==> src/rtl/in_service_controller_pkg.sv <==
`default_nettype none
// ============================================================================
// Module      : pic_pkg
// Description : Shared types, constants and helpers for the 8259 in-service
//               controller: FSM state encoding, level width, reset value of
//               the lowest-priority register, rotate-right and one-hot to
//               level conversion.
// Revision    : 1.0 - initial release
// ============================================================================
package pic_pkg;

    localparam int          NUM_IR     = 8;
    localparam int          LEVEL_W    = 3;
    localparam logic [2:0]  LOWEST_RST = 3'd7;

    typedef enum logic [1:0] {
        IDLE = 2'd0,
        ACK1 = 2'd1,
        ACK2 = 2'd2
    } state_t;

    // Rotate an 8-bit vector right by n positions.
    function automatic logic [7:0] rotate_right(input logic [7:0] v,
                                                input logic [2:0] n);
        logic [15:0] d;
        d = {v, v} >> n;
        return d[7:0];
    endfunction

    // Convert a one-hot (or zero) vector into its bit index.
    function automatic logic [2:0] onehot_to_level(input logic [7:0] oh);
        logic [2:0] lvl;
        lvl = 3'd0;
        for (int i = 0; i < 8; i++) begin
            if (oh[i]) lvl = lvl | 3'(i);
        end
        return lvl;
    endfunction

endpackage
`default_nettype wire

==> src/rtl/in_service_controller_if.sv <==
`default_nettype none
// ============================================================================
// Module      : in_service_controller_if
// Description : Bus between the IRR stage / CPU-side control and the
//               in-service controller.
//   slave  modport : controller side (requests/control in, INT/vector out)
//   master modport : environment side
//   Optional       : SPECIAL_MASK_MODE_EN adds special_mask_mode
// Revision    : 1.0 - initial release
// ============================================================================
interface in_service_controller_if;
    logic [7:0] interrupt_request_register;
    logic [7:0] interrupt_mask;
    logic       auto_eoi_config;
    logic       rotate_on_aeoi;
    logic       rotate_on_eoi;
    logic       nonspecific_eoi;
    logic       specific_eoi;
    logic [2:0] eoi_level;
    logic       set_priority;
    logic [2:0] priority_level;
    logic       inta_pulse;
    logic [4:0] vector_base;
`ifdef SPECIAL_MASK_MODE_EN
    logic       special_mask_mode;
`endif
    logic       interrupt;
    logic       freeze;
    logic [7:0] clear_interrupt_request;
    logic [7:0] in_service_register;
    logic [7:0] vector_out;
    logic       vector_valid;

    modport slave (
        input  interrupt_request_register, interrupt_mask, auto_eoi_config,
               rotate_on_aeoi, rotate_on_eoi, nonspecific_eoi, specific_eoi,
               eoi_level, set_priority, priority_level, inta_pulse, vector_base,
`ifdef SPECIAL_MASK_MODE_EN
               special_mask_mode,
`endif
        output interrupt, freeze, clear_interrupt_request, in_service_register,
               vector_out, vector_valid
    );

    modport master (
        output interrupt_request_register, interrupt_mask, auto_eoi_config,
               rotate_on_aeoi, rotate_on_eoi, nonspecific_eoi, specific_eoi,
               eoi_level, set_priority, priority_level, inta_pulse, vector_base,
`ifdef SPECIAL_MASK_MODE_EN
               special_mask_mode,
`endif
        input  interrupt, freeze, clear_interrupt_request, in_service_register,
               vector_out, vector_valid
    );
endinterface
`default_nettype wire

==> src/rtl/in_service_controller_priority_resolver.sv <==
`default_nettype none
// ============================================================================
// Module      : priority_resolver
// Description : Combinational rotating find-first-set. The vector is rotated
//               right by (lowest+1) mod 8 so the highest-priority level lands
//               on bit 0; the first set bit gives the rank (0 = highest).
//   i_vec    : candidate levels
//   i_lowest : current lowest-priority level
//   o_valid  : any bit set
//   o_rank   : priority rank of the winner
//   o_level  : absolute level of the winner
// Revision    : 1.0 - initial release
// ============================================================================
module priority_resolver
    import pic_pkg::*;
(
    input  wire logic [7:0] i_vec,
    input  wire logic [2:0] i_lowest,
    output logic            o_valid,
    output logic [2:0]      o_rank,
    output logic [2:0]      o_level
);
    logic [2:0] w_shift;
    logic [7:0] w_rot;
    logic [7:0] w_first;

    assign w_shift = i_lowest + 3'd1;
    assign w_rot   = rotate_right(i_vec, w_shift);
    // Isolate the least-significant set bit.
    assign w_first = w_rot & (~w_rot + 8'd1);
    assign o_valid = |w_rot;
    assign o_rank  = onehot_to_level(w_first);
    assign o_level = o_rank + w_shift;
endmodule
`default_nettype wire

==> src/rtl/in_service_controller.sv <==
`default_nettype none
// ============================================================================
// Module      : in_service_controller
// Description : 8259 in-service stage. Resolves priority (fully nested,
//               rotating), runs the 8086 two-pulse INTA sequence, maintains
//               the ISR and handles non-specific, specific and automatic EOI.
//   clock, reset : clock and asynchronous active-high reset
//   bus (slave)  : requests, mask, EOI/priority control, INTA, vector base in;
//                  INT, freeze, IRR clear, ISR, vector and strobe out
//   Optional     : SPECIAL_MASK_MODE_EN - masked in-service levels do not
//                  block lower levels while special_mask_mode = 1
// Revision    : 1.0 - initial release
// ============================================================================
module in_service_controller
    import pic_pkg::*;
(
    input wire logic              clock,
    input wire logic              reset,
    in_service_controller_if.slave bus
);
    state_t     r_state, w_state_next;
    logic [7:0] r_isr, w_isr_next;
    logic [2:0] r_lowest, w_lowest_next;
    logic [2:0] r_level;
    logic       r_spurious;
    logic [7:0] r_clear;
    logic       r_interrupt;
    logic [7:0] r_vector_out;
    logic       r_vector_valid;

    logic [7:0] w_req;
    logic [7:0] w_isr_nest;
    logic       w_req_valid, w_isr_valid;
    logic [2:0] w_req_rank, w_isr_rank;
    logic [2:0] w_req_level, w_isr_level;
    logic       w_eligible;
    logic       w_ack_start, w_ack_end;

    assign w_req = bus.interrupt_request_register & ~bus.interrupt_mask;

`ifdef SPECIAL_MASK_MODE_EN
    assign w_isr_nest = bus.special_mask_mode ? (r_isr & ~bus.interrupt_mask) : r_isr;
`else
    assign w_isr_nest = r_isr;
`endif

    priority_resolver u_req_res (
        .i_vec    (w_req),
        .i_lowest (r_lowest),
        .o_valid  (w_req_valid),
        .o_rank   (w_req_rank),
        .o_level  (w_req_level)
    );

    priority_resolver u_isr_res (
        .i_vec    (w_isr_nest),
        .i_lowest (r_lowest),
        .o_valid  (w_isr_valid),
        .o_rank   (w_isr_rank),
        .o_level  (w_isr_level)
    );

    // Both ranks share the rotated frame, so a smaller rank is higher priority.
    assign w_eligible  = w_req_valid && (!w_isr_valid || (w_req_rank < w_isr_rank));
    assign w_ack_start = (r_state == IDLE) && bus.inta_pulse;
    assign w_ack_end   = (r_state == ACK1) && bus.inta_pulse;

    always_ff @(posedge clock or posedge reset) begin
        if (reset) r_state <= IDLE;
        else        r_state <= w_state_next;
    end

    always_comb begin
        w_state_next = r_state;
        case (r_state)
            IDLE:    if (bus.inta_pulse) w_state_next = ACK1;
            ACK1:    if (bus.inta_pulse) w_state_next = ACK2;
            ACK2:    w_state_next = IDLE;
            default: w_state_next = IDLE;
        endcase
    end

    // ISR: EOI clears act on the current ISR, then AEOI clear, then the
    // acknowledge set, so a set of the same bit wins.
    always_comb begin
        w_isr_next = r_isr;
        if (bus.specific_eoi)
            w_isr_next[bus.eoi_level] = 1'b0;
        else if (bus.nonspecific_eoi && w_isr_valid)
            w_isr_next[w_isr_level] = 1'b0;
        if (w_ack_end && bus.auto_eoi_config && !r_spurious)
            w_isr_next[r_level] = 1'b0;
        if (w_ack_start && w_eligible)
            w_isr_next[w_req_level] = 1'b1;
    end

    // Lowest-priority register; an explicit set_priority beats any rotation.
    always_comb begin
        w_lowest_next = r_lowest;
        if (bus.rotate_on_eoi) begin
            if (bus.specific_eoi)
                w_lowest_next = bus.eoi_level;
            else if (bus.nonspecific_eoi && w_isr_valid)
                w_lowest_next = w_isr_level;
        end
        if (w_ack_end && bus.auto_eoi_config && bus.rotate_on_aeoi && !r_spurious)
            w_lowest_next = r_level;
        if (bus.set_priority)
            w_lowest_next = bus.priority_level;
    end

    always_ff @(posedge clock or posedge reset) begin
        if (reset) begin
            r_isr          <= 8'h00;
            r_lowest       <= LOWEST_RST;
            r_level        <= 3'd0;
            r_spurious     <= 1'b0;
            r_clear        <= 8'h00;
            r_interrupt    <= 1'b0;
            r_vector_out   <= 8'h00;
            r_vector_valid <= 1'b0;
        end else begin
            r_isr          <= w_isr_next;
            r_lowest       <= w_lowest_next;
            r_interrupt    <= (r_state == IDLE) && !bus.inta_pulse && w_eligible;
            r_clear        <= 8'h00;
            r_vector_valid <= 1'b0;
            if (w_ack_start) begin
                // With nothing eligible the acknowledge is spurious: IR7.
                r_level    <= w_eligible ? w_req_level : 3'd7;
                r_spurious <= !w_eligible;
                if (w_eligible) r_clear <= 8'h01 << w_req_level;
            end
            if (w_ack_end) begin
                r_vector_out   <= {bus.vector_base, r_level};
                r_vector_valid <= 1'b1;
            end
        end
    end

    // Derived straight from the state register so reset drops it at once.
    assign bus.freeze                  = (r_state != IDLE);
    assign bus.interrupt               = r_interrupt;
    assign bus.clear_interrupt_request = r_clear;
    assign bus.in_service_register     = r_isr;
    assign bus.vector_out              = r_vector_out;
    assign bus.vector_valid            = r_vector_valid;
endmodule
`default_nettype wire

==> src/flat_wrapper.sv <==
// flat-port wrapper written by rule: the top's interface ports become plain ports
module in_service_controller_flat import pic_pkg::*;
  (clock, reset, bus_interrupt_request_register, bus_interrupt_mask, bus_auto_eoi_config, bus_rotate_on_aeoi, bus_rotate_on_eoi, bus_nonspecific_eoi, bus_specific_eoi, bus_eoi_level, bus_set_priority, bus_priority_level, bus_inta_pulse, bus_vector_base, bus_interrupt, bus_freeze, bus_clear_interrupt_request, bus_in_service_register, bus_vector_out, bus_vector_valid);
  in_service_controller_if bus_i ();
  input wire logic clock;
  input wire logic reset;
  input wire logic [$bits(bus_i.interrupt_request_register)-1:0] bus_interrupt_request_register;
  input wire logic [$bits(bus_i.interrupt_mask)-1:0] bus_interrupt_mask;
  input wire logic [$bits(bus_i.auto_eoi_config)-1:0] bus_auto_eoi_config;
  input wire logic [$bits(bus_i.rotate_on_aeoi)-1:0] bus_rotate_on_aeoi;
  input wire logic [$bits(bus_i.rotate_on_eoi)-1:0] bus_rotate_on_eoi;
  input wire logic [$bits(bus_i.nonspecific_eoi)-1:0] bus_nonspecific_eoi;
  input wire logic [$bits(bus_i.specific_eoi)-1:0] bus_specific_eoi;
  input wire logic [$bits(bus_i.eoi_level)-1:0] bus_eoi_level;
  input wire logic [$bits(bus_i.set_priority)-1:0] bus_set_priority;
  input wire logic [$bits(bus_i.priority_level)-1:0] bus_priority_level;
  input wire logic [$bits(bus_i.inta_pulse)-1:0] bus_inta_pulse;
  input wire logic [$bits(bus_i.vector_base)-1:0] bus_vector_base;
  output wire logic [$bits(bus_i.interrupt)-1:0] bus_interrupt;
  output wire logic [$bits(bus_i.freeze)-1:0] bus_freeze;
  output wire logic [$bits(bus_i.clear_interrupt_request)-1:0] bus_clear_interrupt_request;
  output wire logic [$bits(bus_i.in_service_register)-1:0] bus_in_service_register;
  output wire logic [$bits(bus_i.vector_out)-1:0] bus_vector_out;
  output wire logic [$bits(bus_i.vector_valid)-1:0] bus_vector_valid;
  assign bus_i.interrupt_request_register = bus_interrupt_request_register;
  assign bus_i.interrupt_mask = bus_interrupt_mask;
  assign bus_i.auto_eoi_config = bus_auto_eoi_config;
  assign bus_i.rotate_on_aeoi = bus_rotate_on_aeoi;
  assign bus_i.rotate_on_eoi = bus_rotate_on_eoi;
  assign bus_i.nonspecific_eoi = bus_nonspecific_eoi;
  assign bus_i.specific_eoi = bus_specific_eoi;
  assign bus_i.eoi_level = bus_eoi_level;
  assign bus_i.set_priority = bus_set_priority;
  assign bus_i.priority_level = bus_priority_level;
  assign bus_i.inta_pulse = bus_inta_pulse;
  assign bus_i.vector_base = bus_vector_base;
  assign bus_interrupt = bus_i.interrupt;
  assign bus_freeze = bus_i.freeze;
  assign bus_clear_interrupt_request = bus_i.clear_interrupt_request;
  assign bus_in_service_register = bus_i.in_service_register;
  assign bus_vector_out = bus_i.vector_out;
  assign bus_vector_valid = bus_i.vector_valid;
  in_service_controller u_core (.clock(clock), .reset(reset), .bus(bus_i));
endmodule
==> config.mk <==
export PLATFORM = sky130hd
export DESIGN_NAME = in_service_controller_flat
export DESIGN_NICKNAME = d
export VERILOG_FILES = /design/src/rtl/in_service_controller_pkg.sv /design/src/rtl/in_service_controller_if.sv /design/src/rtl/in_service_controller_priority_resolver.sv /design/src/rtl/in_service_controller.sv /design/src/flat_wrapper.sv
export SDC_FILE = /design/constraint.sdc
export NUM_CORES = 1
export LEC_CHECK = 0
export BUFFER_PORTS_ARGS = -buffer_cell sky130_fd_sc_hd__buf_2
export CAP_MARGIN = 20
export CORE_UTILIZATION = 55
export DETAILED_ROUTE_END_ITERATION = 10
export PLACE_DENSITY = 0.81
export SYNTH_ARGS = -nofsm -noshare
export SYNTH_HDL_FRONTEND = slang
export SYNTH_HIERARCHICAL = 1
export SYNTH_SLANG_ARGS = --single-unit
==> constraint.sdc <==
create_clock -name clock -period 4.1 [get_ports clock]
set_input_delay 0.615 -clock clock [delete_from_list [all_inputs] [get_ports clock]]
set_output_delay 0.615 -clock clock [all_outputs]
set_load 0.02 [all_outputs]
==> results of run 1 <==
cells in the mapped netlist (all sizes together) (3+ instances only):
cell type,n
o221ai,8
nor2,21
xnor2,4
mux2,17
o21ai,6
o32ai,7
or3,3
buf,7
nand2,19
o22ai,11
a21o,3
and3b,3
nand3,5
inv,18
nor3,14
dfstp,3
mux2i,11
dfrtp,32
a221o,3
clkbuf,9
o21a,4
ha,6
a21oi,8
nor3b,7
o22a,3
nand2b,12
nor2b,9
o211ai,4
xor2,3
and2,4
or2,6
worst min path at each step:
stage                      start                 to  depth (start not counted)
3_5_place_dp   u_core/r_state[1]  u_core/r_state[0]                          1
5_1_grt        u_core/r_state[1]  u_core/r_state[0]                          1
6_report       u_core/r_state[1]  u_core/r_state[0]                          1
2_1_floorplan  u_core/r_state[1]  u_core/r_state[0]                          1
4_1_cts        u_core/r_state[1]  u_core/r_state[0]                          1
3_3_place_gp   u_core/r_state[1]  u_core/r_state[0]                          1
layer usage:
layer | routed length (um) | global-route usage, %
met2 | 3157 | 43.41
met5 | 0 | 0
met3 | 489 | 5.249
met4 | 48 | 5.664
met1 | 2947 | 37.33
flip-flops by register name, indices dropped and copies added, names as in the netlist:
signal and cells:
u_core/bus.clear_interrupt_request 8, u_core/bus.in_service_register 8, u_core/bus.vector_out 8, u_core/r_level 3
u_core/r_lowest 3, u_core/r_state 2, u_core/bus.interrupt 1, u_core/bus.vector_valid 1
u_core/r_spurious 1
logic make-up (layout without fill, tap and decap cells):
kind of cell	Yosys count	in the layout	share of synthesized area, %
buf+inv	34	97	5.714
mux	29	29	12.15
compound gates	73	73	20.36
xor+xnor	7	7	2.222
simple gates	113	113	22.68
fa+ha+maj	10	10	4.989
flops	35	35	31.88
timing repair:
| action | CTS | global route |
|---|---|---|
| endpoints found under the setup margin | 0 | 6 |
| resized for setup | 0 | 2 |
| hold buffers | 0 | 0 |
| buffers inserted | 0 | 0 |
report_power, final:
group	leakage, nW	internal, W	switching (W)
combinational	1.03	0.000938	0.00125
clock	0.0470	0.000132	0.000112
sequential	0.435	0.000477	0.000123
stage by stage:
stage / area (um2) / instances
2_1_floorplan: 2759 / 301
6_report: 3231 / 431
3_5_place_dp: 3138 / 424
5_1_grt: 3231 / 431
3_3_place_gp: 3138 / 424
4_1_cts: 3226 / 431
final cells by class:
class                           count  area share, %
Timing Repair Buffer               72          11.93
Tap cell                           67          2.595
Sequential cell                    35          27.23
Clock inverter                      1         0.1549
Inverter                           18          2.091
Multi-Input combinational cell    232          53.45
Clock buffer                        6          2.556
==> flow_metrics.env, run 1 <==
export IMPL_status="finished, final reports clean"
export IMPL_synth_flop_cell="dfrtp_1"
export IMPL_drive_above_1_share_pct=31.32
export IMPL_grt_max_degree=23
export IMPL_final_cell_mix="buf_2 (62), dfrtp_1 (32), nor2_1 (21), nand2_1 (19), inv_1 (17)"
export IMPL_synthCells=301
export IMPL_fin_nets=408
export IMPL_timing_critical_path_mode_cell="o22ai_1"
export IMPL_first_global_vias=2378
export IMPL_num_antenna_cells=0
export IMPL_cp_startpoint="u_core/r_lowest[0]"
export IMPL_ir_worst_vdd_mv=0.4845
export IMPL_tightest_slew_ps=815.7
export IMPL_clk_latency_ps=280
export IMPL_cp_slowest_cell="dfstp_2"
export IMPL_ys_top_cells_by_area="dfrtp_1 (29%), mux2_2 (5.3%), mux2i_1 (4.0%)"
export IMPL_numCtsBuffers=5
export IMPL_path_clk_slew_ps=70
export IMPL_max_slew_margin_pct=45.56
export IMPL_multiInputGateArea_mm2=0.001727
export IMPL_drc=0
export IMPL_worstPathCellList="ha_2 -> mux2_2 -> o21a_1 -> o32ai_1 -> a22oi_1 -> o22ai_1 -> ha_1 -> fa_1 -> nand2b_1 -> or2_2 -> o22ai_1"
export IMPL_drtIter0Drc=273
export IMPL_grt_usage_pct=26.79
export IMPL_cts_tree="done"
export IMPL_path_depth=11
export IMPL_yosysTopAreaCellShare_pct=29.02
export IMPL_utilization_pct=67.50
export IMPL_antenna_found_initial=0
export IMPL_syn_area_per_cell_um2=9.166
export IMPL_crit_fanout=13
export IMPL_core_area_mm2=0.004786
export IMPL_wirelength_um=6642
export IMPL_holdWs_ps=454.3
export IMPL_crit_path_end="u_core/bus.in_service_register[5]"
export IMPL_ys_types=67
export IMPL_grt_overflow=0
export IMPL_fp_dieW_um=72.83
export IMPL_dieArea_mm2=0.005303
export IMPL_final_common_cell="buf_2"
export IMPL_reg2reg_slack_ps=300
export IMPL_rr_worst_depth=11
export IMPL_nFillCells=388
export IMPL_cellLeakagePower_nw=1.512
export IMPL_gp_congestion=0.9165
export IMPL_h_tree_depth=2
export IMPL_place_ws_ps=237.5
export IMPL_cp_buffers_inverters=0
export IMPL_startpoint_type="register"
export IMPL_min_period_ps=3798
export IMPL_crit_type="register to register"
export IMPL_finalHoldViolations=0
export IMPL_r2r_start="u_core/r_lowest[0]"
export IMPL_r2r_end="u_core/bus.in_service_register[5]"
export IMPL_worstPathArrival_ps=3990
export IMPL_grt_setup_unrepaired="false"
export IMPL_dr_total_vias=2590
export IMPL_rows=25
export IMPL_ys_seq_area_share_pct=31.88
export IMPL_die_h_um=72.83
export IMPL_syn_num_nets=345
export IMPL_start_util_pct=57.65
export IMPL_synth_edf_count=0
export IMPL_timing_critical_path_max_delay_family="adder cells"
export IMPL_yosysWarnings=6
export IMPL_drv_cap=0
export IMPL_cpPeakStageDelay_ps=610
export IMPL_setup_viol_count_final=0
export IMPL_clock_fmax_ghz=0.2633
export IMPL_yosys_area_top_type="dfrtp_1"
export IMPL_finalWorstSetupSlack_ps=301.8
export IMPL_worstPathRequired_ps=4290
export IMPL_grt_pass1_wl_um=11070
export IMPL_hold_path_class="register to register"
export IMPL_regArea_um2=879.6
export IMPL_syn_area_mm2=0.002759
export IMPL_io_pins=63
export IMPL_synth_async_reset_ratio_pct=100.0
export IMPL_cts_root_buffer="clkbuf_8"
export IMPL_vias_per_cell=6.009
export IMPL_io_buffer_count=62
export IMPL_ant_nets=0
export IMPL_p_total_w=0.003035
export IMPL_drt_wirelength_per_cell_um=15.41
export IMPL_crit_path_end_kind="register"
export IMPL_setup_tns_ps=0
export IMPL_synth_seq_cells=35
export IMPL_clock_skew_ps=8.819
export IMPL_cts_buffer_depth=2
export IMPL_drt_pass1_iterations=4
export IMPL_cts_sinks=35
export IMPL_syn2layout_area_growth_pct=17.10
export IMPL_place_hpwl_um=5148
export IMPL_drv_slew=0
export IMPL_fin_crit_sh_pct=92.64
export IMPL_power_density_mw_per_mm2=939.5
(Power assumes the default switching activity.)
==> run 2: changes to the inputs <==
--- a/config.mk
+++ b/config.mk
@@ -9,7 +9,8 @@
 export CAP_MARGIN = 20
 export CORE_UTILIZATION = 55
 export DETAILED_ROUTE_END_ITERATION = 10
-export PLACE_DENSITY = 0.81
+export GPL_TIMING_DRIVEN = 0
+export PLACE_DENSITY = 0.91
 export SYNTH_ARGS = -nofsm -noshare
 export SYNTH_HDL_FRONTEND = slang
 export SYNTH_HIERARCHICAL = 1
==> flow_metrics.env, run 2 (synthesized netlist as in run 1, its figures left out) <==
export IMPL_status="finished, final reports clean"
export IMPL_startpoint_type="register"
export IMPL_cp_buffers_inverters=3
export IMPL_grt_overflow=0
export IMPL_drt_pass1_iterations=4
export IMPL_hold_path_class="primary input to async pin"
export IMPL_drtIter0Drc=307
export IMPL_timing_critical_path_max_delay_family="compound AO/OA/AOI/OAI gates"
export IMPL_timing_critical_path_mode_cell="ha_1"
export IMPL_h_tree_depth=2
export IMPL_clk_latency_ps=290
export IMPL_crit_type="register to register"
export IMPL_ir_worst_vdd_mv=0.6174
export IMPL_wirelength_um=6825
export IMPL_fin_crit_sh_pct=95.57
export IMPL_rows=25
export IMPL_crit_fanout=10
export IMPL_vias_per_cell=6.059
export IMPL_setup_tns_ps=0
export IMPL_drv_slew=0
export IMPL_postPlaceCellArea_mm2=0.003176
export IMPL_holdWs_ps=413.7
export IMPL_drt_wirelength_per_cell_um=15.58
export IMPL_syn2layout_area_growth_pct=19.27
export IMPL_crit_path_end_kind="register"
export IMPL_fp_dieW_um=72.83
export IMPL_numCtsBuffers=5
export IMPL_io_buffer_count=61
export IMPL_place_hpwl_um=5245
export IMPL_finalWorstSetupSlack_ps=181.6
export IMPL_cts_root_buffer="clkbuf_8"
export IMPL_die_h_um=72.83
export IMPL_tightest_slew_ps=656.6
export IMPL_start_util_pct=57.65
export IMPL_min_period_ps=3918
export IMPL_rr_worst_depth=13
export IMPL_grt_pass1_wl_um=11140
export IMPL_grt_max_degree=21
export IMPL_cts_sinks=35
export IMPL_drv_cap=0
export IMPL_place_ws_ps=-134.5
export IMPL_finalHoldViolations=0
export IMPL_first_global_vias=2500
export IMPL_cellLeakagePower_nw=1.518
export IMPL_grt_usage_pct=26.91
export IMPL_num_antenna_cells=0
export IMPL_dieArea_mm2=0.005303
export IMPL_path_clk_slew_ps=70
export IMPL_core_area_mm2=0.004786
export IMPL_io_pins=63
export IMPL_final_cell_mix="buf_2 (64), dfrtp_1 (32), nor2_1 (21), nand2_1 (19), inv_1 (17)"
export IMPL_post_cts_buffers=0
export IMPL_worstPathArrival_ps=4090
export IMPL_cts_buffer_depth=2
export IMPL_worstPathRequired_ps=4270
export IMPL_ant_nets=0
export IMPL_antenna_found_initial=0
export IMPL_cpPeakStageDelay_ps=610
export IMPL_drive_above_1_share_pct=30.19
export IMPL_dr_total_vias=2654
export IMPL_setup_viol_count_final=0
export IMPL_drc=0
export IMPL_p_total_w=0.003123
export IMPL_nFillCells=356
export IMPL_postLayoutCellArea_mm2=0.003291
export IMPL_grt_setup_unrepaired="false"
export IMPL_worstPathCellList="ha_1 -> buf_6 -> buf_8 -> mux2i_2 -> mux2i_1 -> nor4_1 -> o22ai_1 -> a31o_2 -> ha_1 -> a2111oi_4 -> o21ai_1 -> clkbuf_1 -> o32ai_1"
export IMPL_cts_tree="done"
export IMPL_cp_slowest_cell="dfstp_2"
export IMPL_max_slew_margin_pct=56.18
export IMPL_path_depth=13
export IMPL_clock_skew_ps=6.050
export IMPL_final_common_cell="buf_2"
export IMPL_power_density_mw_per_mm2=949.0
export IMPL_clock_fmax_ghz=0.2552
export IMPL_gp_congestion=0.8787
export IMPL_fin_nets=414
## run 2: cell count changes in the layout (fill, tap and decap cells not counted), moves of 2 or more
cell / before / now
buf_2: 62 / 64
buf_4: 10 / 2
clkbuf_1: 0 / 11
ha_1: 4 / 6
ha_2: 2 / 0
mux2i_1: 11 / 9
mux2i_2: 0 / 2
## run 2: power breakdown
| part | internal, W | switching (W) |
|---|---|---|
| Sequential | 0.000478 | 0.0000902 |
| Combinational | 0.000955 | 0.00137 |
| Clock | 0.000119 | 0.000114 |
| Total | 0.00155 | 0.00157 |
## run 2: layout make-up
cell class	instances	area (um2)	area share [%]
multi-input cells	232	1755	53.35
flip-flops and latches	35	879.6	26.73
repair buffers	62	332.8	10.11
plain buffers	16	90.09	2.738
well taps	67	83.83	2.548
clock buffers	7	76.32	2.319
inverters	18	67.56	2.053
clock inverters	1	5.005	0.1521
## run 2: metal layers
layer  vias to the layer above  GRT usage [%]  wire length [um]
li1                       1252              -                 -
met1                      1295          33.27              2809
met2                        97          47.56              3601
met3                        10          4.282               316
met4                         0          9.586                97
met5                         -              0                 0
## run 2: stage by stage
step           util, %  instances
6_report         68.76        438
5_1_grt          68.76        438
4_1_cts          68.18        438
3_5_place_dp     66.35        430
3_3_place_gp     65.78        429
2_1_floorplan        -        301
## run 2: repair_timing
item,4_1_cts,5_1_grt
hold buffers,0,0
endpoints found under the setup margin,15,5
gates resized for setup,2,4
## run 2: worst paths after layout
kind / startpoint / to / slack (ps)
worst max-delay path: u_core/r_lowest[0] / u_core/bus.in_service_register[4] / 180
worst min-delay path: reset / u_core/bus.clear_interrupt_request[5] / 410
worst max register to register: u_core/r_lowest[0] / u_core/bus.in_service_register[4] / 180
worst min register to register: u_core/r_state[1] / u_core/r_state[0] / 430
max in group asynchronous: reset / u_core/bus.vector_out[4] / 3160
min in group clock: u_core/r_state[1] / u_core/r_state[0] / 430
==> run 3: changes to the inputs <==
--- a/config.mk
+++ b/config.mk
@@ -11,6 +11,7 @@
 export DETAILED_ROUTE_END_ITERATION = 10
 export GPL_TIMING_DRIVEN = 0
 export PLACE_DENSITY = 0.91
+export RECOVER_POWER = 25
 export SYNTH_ARGS = -nofsm -noshare
 export SYNTH_HDL_FRONTEND = slang
 export SYNTH_HIERARCHICAL = 1
==> flow_metrics.env, run 3 (synthesized netlist as in run 1, its figures left out) <==
export IMPL_drt_wirelength_per_cell_um=15.58
export IMPL_grt_overflow=0
export IMPL_wl_met1_um=2800
export IMPL_worstPathRequired_ps=4270
export IMPL_drt_pass1_iterations=4
export IMPL_cts_sinks=35
export IMPL_tightest_slew_ps=1060
export IMPL_drv_slew=0
export IMPL_path_clk_slew_ps=70
export IMPL_setup_viol_count_final=0
export IMPL_syn2layout_area_growth_pct=18.41
export IMPL_cts_tree="done"
export IMPL_final_cell_mix="buf_2 (64), dfrtp_1 (32), nor2_1 (21), nand2_1 (19), inv_1 (17)"
export IMPL_holdWs_ps=371.5
export IMPL_cts_buffer_depth=2
export IMPL_hold_path_class="primary input to async pin"
export IMPL_r2r_start="u_core/r_lowest[0]"
export IMPL_clock_skew_ps=6.050
export IMPL_met3_length_um=320
export IMPL_max_slew_margin_pct=29.34
export IMPL_rr_worst_depth=13
export IMPL_crit_fanout=10
export IMPL_cellLeakagePower_nw=1.506
export IMPL_grt_usage_pct=26.91
export IMPL_ant_nets=0
export IMPL_clock_fmax_ghz=0.2558
export IMPL_startpoint_type="register"
export IMPL_pwr_share_seq_pct=18.2
export IMPL_cts_root_buffer="clkbuf_8"
export IMPL_io_pins=63
export IMPL_fp_dieW_um=72.83
export IMPL_rows=25
export IMPL_core_area_mm2=0.004786
export IMPL_gp_congestion=0.8787
export IMPL_fin_crit_sh_pct=95.35
export IMPL_min_period_ps=3909
export IMPL_vias_per_cell=6.071
export IMPL_dr_total_vias=2659
export IMPL_place_hpwl_um=5245
export IMPL_reg2reg_slack_ps=190
export IMPL_power_density_mw_per_mm2=954.7
export IMPL_r2r_end="u_core/bus.in_service_register[4]"
export IMPL_p_total_w=0.003119
export IMPL_drc=0
export IMPL_routed_top_layer="met4"
export IMPL_drive_above_1_share_pct=29.92
export IMPL_p_int_w=0.001549
export IMPL_p_clk_share_pct=7.5
export IMPL_grt_max_degree=21
export IMPL_io_buffer_count=61
export IMPL_crit_type="register to register"
export IMPL_num_antenna_cells=0
export IMPL_drtIter0Drc=307
export IMPL_dieArea_mm2=0.005303
export IMPL_final_common_cell="buf_2"
export IMPL_wirelength_um=6826
export IMPL_grt_setup_unrepaired="false"
export IMPL_fin_nets=414
export IMPL_post_cts_buffers=0
export IMPL_crit_path_end_kind="register"
export IMPL_finalHoldViolations=0
export IMPL_die_h_um=72.83
export IMPL_first_global_vias=2500
export IMPL_clk_latency_ps=290
export IMPL_switching_share_pct=50.33
export IMPL_antenna_found_initial=0
export IMPL_status="finished, final reports clean"
export IMPL_ir_worst_vdd_mv=0.6168
export IMPL_cp_startpoint="u_core/r_lowest[0]"
export IMPL_p_switching_w=0.001570
export IMPL_comb_power_share_pct=74.3
export IMPL_crit_path_end="u_core/bus.in_service_register[4]"
export IMPL_drv_cap=0
export IMPL_start_util_pct=57.65
export IMPL_h_tree_depth=2
export IMPL_dr_wl_met2_um=3596
export IMPL_numCtsBuffers=5
export IMPL_grt_pass1_wl_um=11140
export IMPL_worstPathArrival_ps=4080
[run 3: cell count changes in the layout (fill, tap and decap cells not counted)]
cell / delta
buf_16: -1
clkbuf_1: +1
[run 3: layout make-up]
class                   instances  area [um2]
flip-flops and latches         35       879.6
inverters                      18       67.56
plain buffers                  16       90.09
clock buffers                   7       76.32
fillers                       358        1519
clock inverters                 1       5.005
multi-input cells             232        1755
repair buffers                 62       309.0
well taps                      67       83.83
[run 3: worst min path at each step]
stage	startpoint	endpoint	slack [ps]	cells past startpoint
3_5_place_dp	u_core/r_state[1]	u_core/r_state[0]	420	1
3_3_place_gp	u_core/r_state[1]	u_core/r_state[0]	410	1
6_report	reset	u_core/bus.clear_interrupt_request[5]	370	2
2_1_floorplan	u_core/r_state[1]	u_core/r_state[0]	410	1
5_1_grt	reset	u_core/bus.clear_interrupt_request[3]	410	2
4_1_cts	reset	u_core/bus.clear_interrupt_request[5]	420	2
[run 3: power by group through the flow]
| stage | Combinational (W) | Sequential (W) | Clock (W) |
|---|---|---|---|
| after floorplan | 0.00156 | 0.000664 | 0 |
| after global placement | 0.00206 | 0.000566 | 0 |
| after detailed placement | 0.00215 | 0.000573 | 0 |
| after CTS | 0.00220 | 0.000568 | 0.000237 |
| after global routing | 0.00251 | 0.000583 | 0.000252 |
| final | 0.00232 | 0.000568 | 0.000233 |
[run 3: what timing repair did]
| item | in CTS | in global routing |
|---|---|---|
| hold buffers | 0 | 0 |
| gates resized for setup | 2 | 4 |
| setup endpoints to repair | 15 | 5 |
[run 3: worst max-delay path, stage by stage, from the launching register on]
cell and delay (ps):
dfstp_2 610, ha_1 290, buf_6 160, buf_8 140
mux2i_2 280, mux2i_1 160, nor4_1 280, o22ai_1 120
a31o_2 250, ha_1 330, a2111oi_4 370, o21ai_1 150
clkbuf_1 270, o32ai_1 380
[run 3: stage by stage]
| stage | utilization (%) | instance area, um2 | worst slack [ps] | std cells | TNS [ps] |
|---|---|---|---|---|---|
| after floorplan | - | 2759 | 616.5 | 301 | 0 |
| after global placement | 65.78 | 3148 | 101.5 | 429 | 0 |
| after detailed placement | 66.35 | 3176 | -134.5 | 430 | -430.0 |
| after CTS | 68.18 | 3263 | 120.3 | 438 | 0 |
| after global routing | 68.26 | 3267 | 49.56 | 438 | 0 |
| final | 68.26 | 3267 | 190.6 | 438 | 0 |
[run 3: metal layers]
metal	vias to the layer above	global-route usage, %
met5	-	0
met4	0	9.586
met3	12	4.282
met2	93	47.56
met1	1301	33.27
li1	1253	-
